==> src/rtl/rob_walk_sequencer_if.sv <==
// Rollback-walk sequencer bus: redirect request, ROB read port and walk lanes.
// Optional statistics outputs exist only when WALK_SEQ_STAT_EN is defined.
interface rob_walk_sequencer_if #(
  parameter int unsigned ROB_SIZE   = 64,
  parameter int unsigned WALK_WIDTH = 4,
  parameter int unsigned PREG_WIDTH = 7
);
  localparam int unsigned IW = $clog2(ROB_SIZE) + 1;

  logic                                  redirect_valid;
  logic [IW-1:0]                         redirect_idx;
  logic [IW-1:0]                         rob_tail;
  logic [WALK_WIDTH-1:0][IW-2:0]         rob_rd_idx;
  logic [WALK_WIDTH-1:0]                 rob_rd_we;
  logic [WALK_WIDTH-1:0][PREG_WIDTH-1:0] rob_rd_prd;
  logic                                  walk;
  logic [WALK_WIDTH-1:0]                 walk_en;
  logic [WALK_WIDTH-1:0]                 walk_we;
  logic [WALK_WIDTH-1:0][PREG_WIDTH-1:0] walk_prd;
  logic                                  walk_busy;
  logic                                  walk_done;
  logic                                  stall_dispatch;
`ifdef WALK_SEQ_STAT_EN
  logic [31:0]                           stat_walk_cycles;
  logic [31:0]                           stat_walks;
`endif

  // Sequencer side
  modport master (
    input  redirect_valid, redirect_idx, rob_tail, rob_rd_we, rob_rd_prd,
    output rob_rd_idx, walk, walk_en, walk_we, walk_prd, walk_busy, walk_done,
    output stall_dispatch
`ifdef WALK_SEQ_STAT_EN
    , output stat_walk_cycles, stat_walks
`endif
  );

  // Redirect source / ROB / rename side
  modport slave (
    output redirect_valid, redirect_idx, rob_tail, rob_rd_we, rob_rd_prd,
    input  rob_rd_idx, walk, walk_en, walk_we, walk_prd, walk_busy, walk_done,
    input  stall_dispatch
`ifdef WALK_SEQ_STAT_EN
    , input stat_walk_cycles, stat_walks
`endif
  );
endinterface

==> src/rtl/rob_walk_sequencer.sv <==
// Post-redirect rollback walk: reads squashed ROB entries newest-first,
// up to WALK_WIDTH per cycle, and drives the walk lanes for busy table and
// rename restore. Dispatch is stalled while a redirect or walk is pending.
// Define WALK_SEQ_STAT_EN to add saturating walk-cycle / walk-count counters.
module rob_walk_sequencer #(
  parameter int unsigned ROB_SIZE   = 64,
  parameter int unsigned WALK_WIDTH = 4,
  parameter int unsigned PREG_WIDTH = 7
) (
  input  logic                    clk,
  input  logic                    rst,
  rob_walk_sequencer_if.master    bus
);
  localparam int unsigned IW = $clog2(ROB_SIZE) + 1;
  localparam int unsigned LW = IW - 1;

  typedef enum logic [1:0] {S_IDLE, S_WALK, S_DONE} state_t;

  state_t        r_state, w_state_nxt;
  logic [IW-1:0] r_ptr, r_stop;
  logic [IW-1:0] w_ptr_nxt, w_stop_nxt;
  logic [IW-1:0] w_remaining, w_n, w_new_stop, w_cur_redirect, w_rem_after;
  logic          w_older, w_walking, w_done;

  logic [WALK_WIDTH-1:0]                 w_lane_en;
  logic [WALK_WIDTH-1:0][LW-1:0]         w_lane_idx;
  logic [WALK_WIDTH-1:0]                 w_lane_we;
  logic [WALK_WIDTH-1:0][PREG_WIDTH-1:0] w_lane_prd;
  logic [LW-1:0]                         w_lane_addr;

  assign w_remaining    = r_ptr - r_stop;
  assign w_n            = (w_remaining > IW'(WALK_WIDTH)) ? IW'(WALK_WIDTH) : w_remaining;
  assign w_new_stop     = bus.redirect_idx + IW'(1);
  assign w_cur_redirect = r_stop - IW'(1);

  // Age compare of incoming redirect against the captured one (wrap-bit aware)
  always_comb begin
    w_older = 1'b0;
    if (bus.redirect_idx[IW-1] == w_cur_redirect[IW-1])
      w_older = bus.redirect_idx[LW-1:0] < w_cur_redirect[LW-1:0];
    else
      w_older = bus.redirect_idx[LW-1:0] > w_cur_redirect[LW-1:0];
  end

  // State, walk pointer and stop boundary registers
  always_ff @(posedge clk or posedge rst) begin
    if (rst) begin
      r_state <= S_IDLE;
      r_ptr   <= '0;
      r_stop  <= '0;
    end else begin
      r_state <= w_state_nxt;
      r_ptr   <= w_ptr_nxt;
      r_stop  <= w_stop_nxt;
    end
  end

  // Next-state logic; an older redirect narrows the stop boundary while the
  // beat issued this cycle still completes against the old boundary
  always_comb begin
    w_state_nxt = r_state;
    w_ptr_nxt   = r_ptr;
    w_stop_nxt  = r_stop;
    w_rem_after = '0;
    w_walking   = 1'b0;
    w_done      = 1'b0;
    case (r_state)
      S_IDLE: begin
        if (bus.redirect_valid) begin
          w_ptr_nxt   = bus.rob_tail;
          w_stop_nxt  = w_new_stop;
          w_state_nxt = (bus.rob_tail != w_new_stop) ? S_WALK : S_DONE;
        end
      end
      S_WALK: begin
        w_walking   = 1'b1;
        w_ptr_nxt   = r_ptr - w_n;
        w_state_nxt = (w_remaining <= IW'(WALK_WIDTH)) ? S_DONE : S_WALK;
        if (bus.redirect_valid && w_older) begin
          w_stop_nxt  = w_new_stop;
          w_rem_after = w_ptr_nxt - w_new_stop;
          w_state_nxt = (w_rem_after == '0) ? S_DONE : S_WALK;
        end
      end
      S_DONE: begin
        w_done      = 1'b1;
        w_state_nxt = S_IDLE;
        if (bus.redirect_valid && w_older) begin
          w_stop_nxt  = w_new_stop;
          w_rem_after = r_ptr - w_new_stop;
          if (w_rem_after != '0) begin
            w_state_nxt = S_WALK;
            w_done      = 1'b0;
          end else begin
            w_state_nxt = S_DONE;
          end
        end
      end
      default: w_state_nxt = S_IDLE;
    endcase
  end

  // Walk lanes: lane k reads entry ptr-1-k; idle lanes drive zero
  always_comb begin
    w_lane_en   = '0;
    w_lane_idx  = '0;
    w_lane_we   = '0;
    w_lane_prd  = '0;
    w_lane_addr = '0;
    for (int unsigned k = 0; k < WALK_WIDTH; k++) begin
      w_lane_addr  = r_ptr[LW-1:0] - LW'(k + 1);
      w_lane_en[k] = w_walking && (IW'(k) < w_n);
      if (w_lane_en[k]) begin
        w_lane_idx[k] = w_lane_addr;
        w_lane_we[k]  = bus.rob_rd_we[k];
        w_lane_prd[k] = bus.rob_rd_prd[k];
      end
    end
  end

  assign bus.rob_rd_idx     = w_lane_idx;
  assign bus.walk           = w_walking;
  assign bus.walk_en        = w_lane_en;
  assign bus.walk_we        = w_lane_we;
  assign bus.walk_prd       = w_lane_prd;
  assign bus.walk_busy      = (r_state != S_IDLE);
  assign bus.walk_done      = w_done;
  assign bus.stall_dispatch = bus.redirect_valid | (r_state != S_IDLE);

`ifdef WALK_SEQ_STAT_EN
  logic [31:0] r_stat_walk_cycles, r_stat_walks;

  // Saturating counters of walk beats and completed walks
  always_ff @(posedge clk or posedge rst) begin
    if (rst) begin
      r_stat_walk_cycles <= '0;
      r_stat_walks       <= '0;
    end else begin
      if (w_walking && (r_stat_walk_cycles != '1))
        r_stat_walk_cycles <= r_stat_walk_cycles + 32'd1;
      if (w_done && (r_stat_walks != '1))
        r_stat_walks <= r_stat_walks + 32'd1;
    end
  end

  assign bus.stat_walk_cycles = r_stat_walk_cycles;
  assign bus.stat_walks       = r_stat_walks;
`endif
endmodule

==> src/flat_wrapper.sv <==
// flat-port wrapper written by rule: the top's interface ports become plain ports
module rob_walk_sequencer_flat 
#(
  parameter int unsigned ROB_SIZE   = 64,
  parameter int unsigned WALK_WIDTH = 4,
  parameter int unsigned PREG_WIDTH = 7
)
  (clk, rst, bus_redirect_valid, bus_redirect_idx, bus_rob_tail, bus_rob_rd_we, bus_rob_rd_prd, bus_rob_rd_idx, bus_walk, bus_walk_en, bus_walk_we, bus_walk_prd, bus_walk_busy, bus_walk_done, bus_stall_dispatch);
  rob_walk_sequencer_if #(.ROB_SIZE(ROB_SIZE), .WALK_WIDTH(WALK_WIDTH), .PREG_WIDTH(PREG_WIDTH)) bus_i ();
  input  logic clk;
  input  logic rst;
  input wire logic [$bits(bus_i.redirect_valid)-1:0] bus_redirect_valid;
  input wire logic [$bits(bus_i.redirect_idx)-1:0] bus_redirect_idx;
  input wire logic [$bits(bus_i.rob_tail)-1:0] bus_rob_tail;
  input wire logic [$bits(bus_i.rob_rd_we)-1:0] bus_rob_rd_we;
  input wire logic [$bits(bus_i.rob_rd_prd)-1:0] bus_rob_rd_prd;
  output wire logic [$bits(bus_i.rob_rd_idx)-1:0] bus_rob_rd_idx;
  output wire logic [$bits(bus_i.walk)-1:0] bus_walk;
  output wire logic [$bits(bus_i.walk_en)-1:0] bus_walk_en;
  output wire logic [$bits(bus_i.walk_we)-1:0] bus_walk_we;
  output wire logic [$bits(bus_i.walk_prd)-1:0] bus_walk_prd;
  output wire logic [$bits(bus_i.walk_busy)-1:0] bus_walk_busy;
  output wire logic [$bits(bus_i.walk_done)-1:0] bus_walk_done;
  output wire logic [$bits(bus_i.stall_dispatch)-1:0] bus_stall_dispatch;
  assign bus_i.redirect_valid = bus_redirect_valid;
  assign bus_i.redirect_idx = bus_redirect_idx;
  assign bus_i.rob_tail = bus_rob_tail;
  assign bus_i.rob_rd_we = bus_rob_rd_we;
  assign bus_i.rob_rd_prd = bus_rob_rd_prd;
  assign bus_rob_rd_idx = bus_i.rob_rd_idx;
  assign bus_walk = bus_i.walk;
  assign bus_walk_en = bus_i.walk_en;
  assign bus_walk_we = bus_i.walk_we;
  assign bus_walk_prd = bus_i.walk_prd;
  assign bus_walk_busy = bus_i.walk_busy;
  assign bus_walk_done = bus_i.walk_done;
  assign bus_stall_dispatch = bus_i.stall_dispatch;
  rob_walk_sequencer #(.ROB_SIZE(ROB_SIZE), .WALK_WIDTH(WALK_WIDTH), .PREG_WIDTH(PREG_WIDTH)) u_core (.clk(clk), .rst(rst), .bus(bus_i));
endmodule
==> config.mk <==
export PLATFORM = sky130hd
export DESIGN_NAME = rob_walk_sequencer_flat
export DESIGN_NICKNAME = d
export VERILOG_FILES = /design/src/rtl/rob_walk_sequencer_if.sv /design/src/rtl/rob_walk_sequencer.sv /design/src/flat_wrapper.sv
export SDC_FILE = /design/constraint.sdc
export NUM_CORES = 1
export LEC_CHECK = 0
export CORE_MARGIN = 10
export CORE_UTILIZATION = 30
export DETAILED_ROUTE_END_ITERATION = 8
export PLACE_DENSITY = 0.55
export SLEW_MARGIN = 20
export SYNTH_ARGS = -nofsm -noshare
export SYNTH_HDL_FRONTEND = slang
export SYNTH_SLANG_ARGS = --single-unit
export TNS_END_PERCENT = 100
==> constraint.sdc <==
create_clock -name clk -period 5.45 [get_ports clk]
set_input_delay 0.8175 -clock clk [delete_from_list [all_inputs] [get_ports clk]]
set_output_delay 0.8175 -clock clk [all_outputs]
set_load 0.02 [all_outputs]
==> flow_summary.json <==
{
  "final_max_slew_viol_count": 0,
  "cts_sinks": 16,
  "clk_pin_slew_ns": 0.07,
  "synth_common_cells": "41 x ha_1, 39 x nor2_1, 29 x nand2_1",
  "grt_usage": 0.140,
  "rsz0062_at_grt": "no",
  "slew_headroom": 0.524,
  "cts_made_buffers": 3,
  "hold_path_class": "register to register",
  "drt_iter0_drc": 98,
  "cts_max_level": 1,
  "reg2reg_setup_slack_ns": 0.44,
  "gp_congestion": 0.899,
  "crit_chain": "inv_2, ha_1, inv_1, fa_1, a211oi_2, o21bai_1, a21oi_1, xnor2_1, nand2_1, or2_4, inv_1, ha_1, nand2_1, a31oi_1, or3_1, and2_1, ha_1, o21a_1, or4_1, o21ai_0, o211ai_1, o211ai_1, a21oi_1",
  "synth-seq-area-share": 0.142,
  "cts_buffer_depth": 2,
  "syn_area_mm2": 0.00282,
  "wire_per_inst_um": 16.8,
  "cpPeakStageDelay_ns": 0.47,
  "synth_flop_cell": "dfrtp_1",
  "drive_gt1_frac": 0.0661,
  "antenna_found_initial": 0,
  "grt_max_degree": 29,
  "placementRows": 35,
  "postRouteWirelength_um": 9970,
  "crit_path_start_kind": "register",
  "syn-mean-instance-area_um2": 7.70,
  "die_h_um": 117,
  "max_cap_violations": 0,
  "netlist_top_cells_area": "ha_1 18%, dfrtp_1 14%, xnor2_1 6.5%, and2_1 5.8%, xor2_1 5.6%",
  "path_max_fanout": 14,
  "r2r_start": "u_core.r_ptr[0]",
  "dp_hpwl_um": 8690,
  "worstPathArrival_ns": 5.15,
  "seq_power_share": 0.081,
  "setup_viol": 0,
  "max_freq_mhz": 200,
  "ys_warn_count": 0,
  "yosys.cell_types.count": 56,
  "synthArstFlopShare": 1.00,
  "fin_nets": 577,
  "grt_pass1_wl_um": 15400,
  "synth_cells": 366,
  "worstSetupPathType": "register to register",
  "power_switching_mw": 1.66,
  "finClkSkew_ns": 0.00343,
  "synth_edf_count": 0,
  "synth.area.mux_share": 0.0253,
  "cp_slowest_cell": "dfrtp_2",
  "crit_path_frequent_cell": "ha_1",
  "via_per_inst": 4.86,
  "ys_seq_elements": 16,
  "cellPowerDensity_mw_per_mm2": 752,
  "vias": 2894,
  "hp-start": "u_core.r_stop[1]",
  "yosysTopAreaCell": "ha_1",
  "hold_ws_ns": 0.524,
  "crit_required_ns": 5.59,
  "peakVddDrop_uv": 366,
  "cts_tree": "done",
  "final_antenna_net_count": 0,
  "final.period_utilization": 0.920,
  "period_needed_ns": 5.01,
  "p_leak_nw": 1.85,
  "rr_worst_depth": 23,
  "sw_frac_of_total": 0.526,
  "grt_pass1_vias": 2950,
  "synthSimpleGateAreaFrac": 0.262,
  "end_kind": "register",
  "intPower_mw": 1.49,
  "totalPowerFinal_mw": 3.14,
  "pwr-share-comb": 0.884,
  "firstDrtPassIters": 4,
  "yosysMostFrequentCell": "ha_1",
  "status": "complete, no violations",
  "diodes": 0,
  "dieArea_mm2": 0.0137,
  "synth_compound_area_frac": 0.177,
  "worst_pin_slew_ns": 0.713,
  "whs_path_depth": 2,
  "grt_overflow_total": 0,
  "cts_root_buf": "clkbuf_8",
  "drc": 0,
  "core_mm2": 0.00920,
  "synth_top_family_by_area": "simple AND/OR/NAND/NOR gates",
  "syn2layout_area_growth_pct": 48.5,
  "fp.dieW_um": 117,
  "hold_end": "u_core.r_stop[1]",
  "clkLatencyLatePin_ns": 0.26,
  "io_pins": 113,
  "setup-tns-final_ns": 0,
  "synth_fa_ha_area_frac": 0.196,
  "p_clk_frac": 0.036,
  "yosysTopAreaCellShare": 0.182,
  "io_buffer_count": 112,
  "final_hold_viol_count": 0,
  "synthXorXnorAreaFrac": 0.141,
  "start_util": 0.306,
  "r2r_end": "u_core.r_state[0]"
}
## kinds of logic (layout without fill, tap and decap cells)
| group | after synthesis | in the layout |
|---|---|---|
| XOR/XNOR | 42 | 42 |
| AO/OA/AOI/OAI | 74 | 74 |
| buffers and inverters | 40 | 156 |
| AND/OR/NAND/NOR | 143 | 143 |
| flip-flops | 16 | 16 |
| other | 1 | 3 |
| adder cells (fa/ha/maj) | 43 | 43 |
| multiplexers | 7 | 7 |
## metal layers
metal  vias to the layer above  routed length [um]  global-route usage
met2                       103                4570               0.237
met4                         0                 212              0.0437
met1                      1292                4300               0.169
met5                         -                   0                   0
met3                        12                 883              0.0377
li1                       1487                   -                   -
## what timing repair did
item | 4_1_cts | 5_1_grt
setup buffers | 0 | 0
endpoints found under the setup margin | 0 | 2
resized for setup | 0 | 3
hold buffers | 0 | 0
## per-stage QoR
stage | instances | worst slack (ns) | cell area (um^2) | utilization
after floorplan | 368 | 0.635 | 2820 | -
after global placement | 591 | 0.423 | 4120 | 0.448
after detailed placement | 591 | 0.286 | 4120 | 0.448
after CTS | 595 | 0.279 | 4180 | 0.454
after global routing | 595 | 0.0290 | 4180 | 0.455
final | 595 | 0.438 | 4180 | 0.455
## layout make-up
| cell class | instances | area [um^2] |
|---|---|---|
| fill | 931 | 5010 |
| multi-input combinational | 312 | 2270 |
| timing repair buffer | 122 | 1200 |
| sequential | 16 | 402 |
| tap | 111 | 139 |
| inverter | 30 | 115 |
| clock buffer | 4 | 55.1 |
## worst max-delay path: cells and delay by family, from the launching register on
family | cells | cell delay [ns]
buffers and inverters | 3 | 0.26
AND/OR/NAND/NOR | 6 | 1.47
adder cells (fa/ha/maj) | 4 | 1.21
XOR/XNOR | 1 | 0.18
flip-flops | 1 | 0.47
AO/OA/AOI/OAI | 9 | 1.29
## how the worst max path moves through the flow
stage | startpoint | to | slack, ns | depth (start not counted)
finish | u_core.r_ptr[0] | u_core.r_state[0] | 0.44 | 23
global route | u_core.r_ptr[0] | u_core.r_state[0] | 0.03 | 23
CTS | u_core.r_ptr[0] | u_core.r_state[0] | 0.28 | 23
detailed placement | u_core.r_ptr[0] | u_core.r_state[0] | 0.29 | 23
global placement | u_core.r_ptr[0] | u_core.r_state[0] | 0.42 | 23
floorplan | u_core.r_ptr[0] | u_core.r_state[0] | 0.63 | 23
## state kept, by name (all words and copies together), names as in the netlist
| signal | cells |
|---|---|
| u_core.r_state | 2 |
| u_core.r_ptr | 7 |
| u_core.r_stop | 7 |
## layout by cell type, fill, tap and decap left out, types with 6 or more instances in the layout
cell type / synthesis / layout
nor2b_1: 8 / 8
ha_1: 41 / 41
inv_1: 27 / 26
and3_1: 11 / 11
dfrtp_1: 16 / 15
nand2_1: 29 / 29
nor2_1: 39 / 39
a21o_1: 7 / 7
xor2_1: 18 / 18
clkdlybuf4s50_1: 0 / 112
mux2i_1: 6 / 6
and2_1: 26 / 26
buf_4: 0 / 10
xnor2_1: 21 / 21
a21oi_1: 12 / 12
o21ai_0: 23 / 23
## power by group through the flow
stage | clock [mW] | sequential [mW] | combinational, mW
global route | 0.119 | 0.261 | 3.10
finish | 0.112 | 0.253 | 2.78
global placement | 0 | 0.253 | 2.76
CTS | 0.116 | 0.252 | 2.80
detailed placement | 0 | 0.254 | 2.79
floorplan | 0 | 0.240 | 1.83
(Power assumes the default switching activity.)
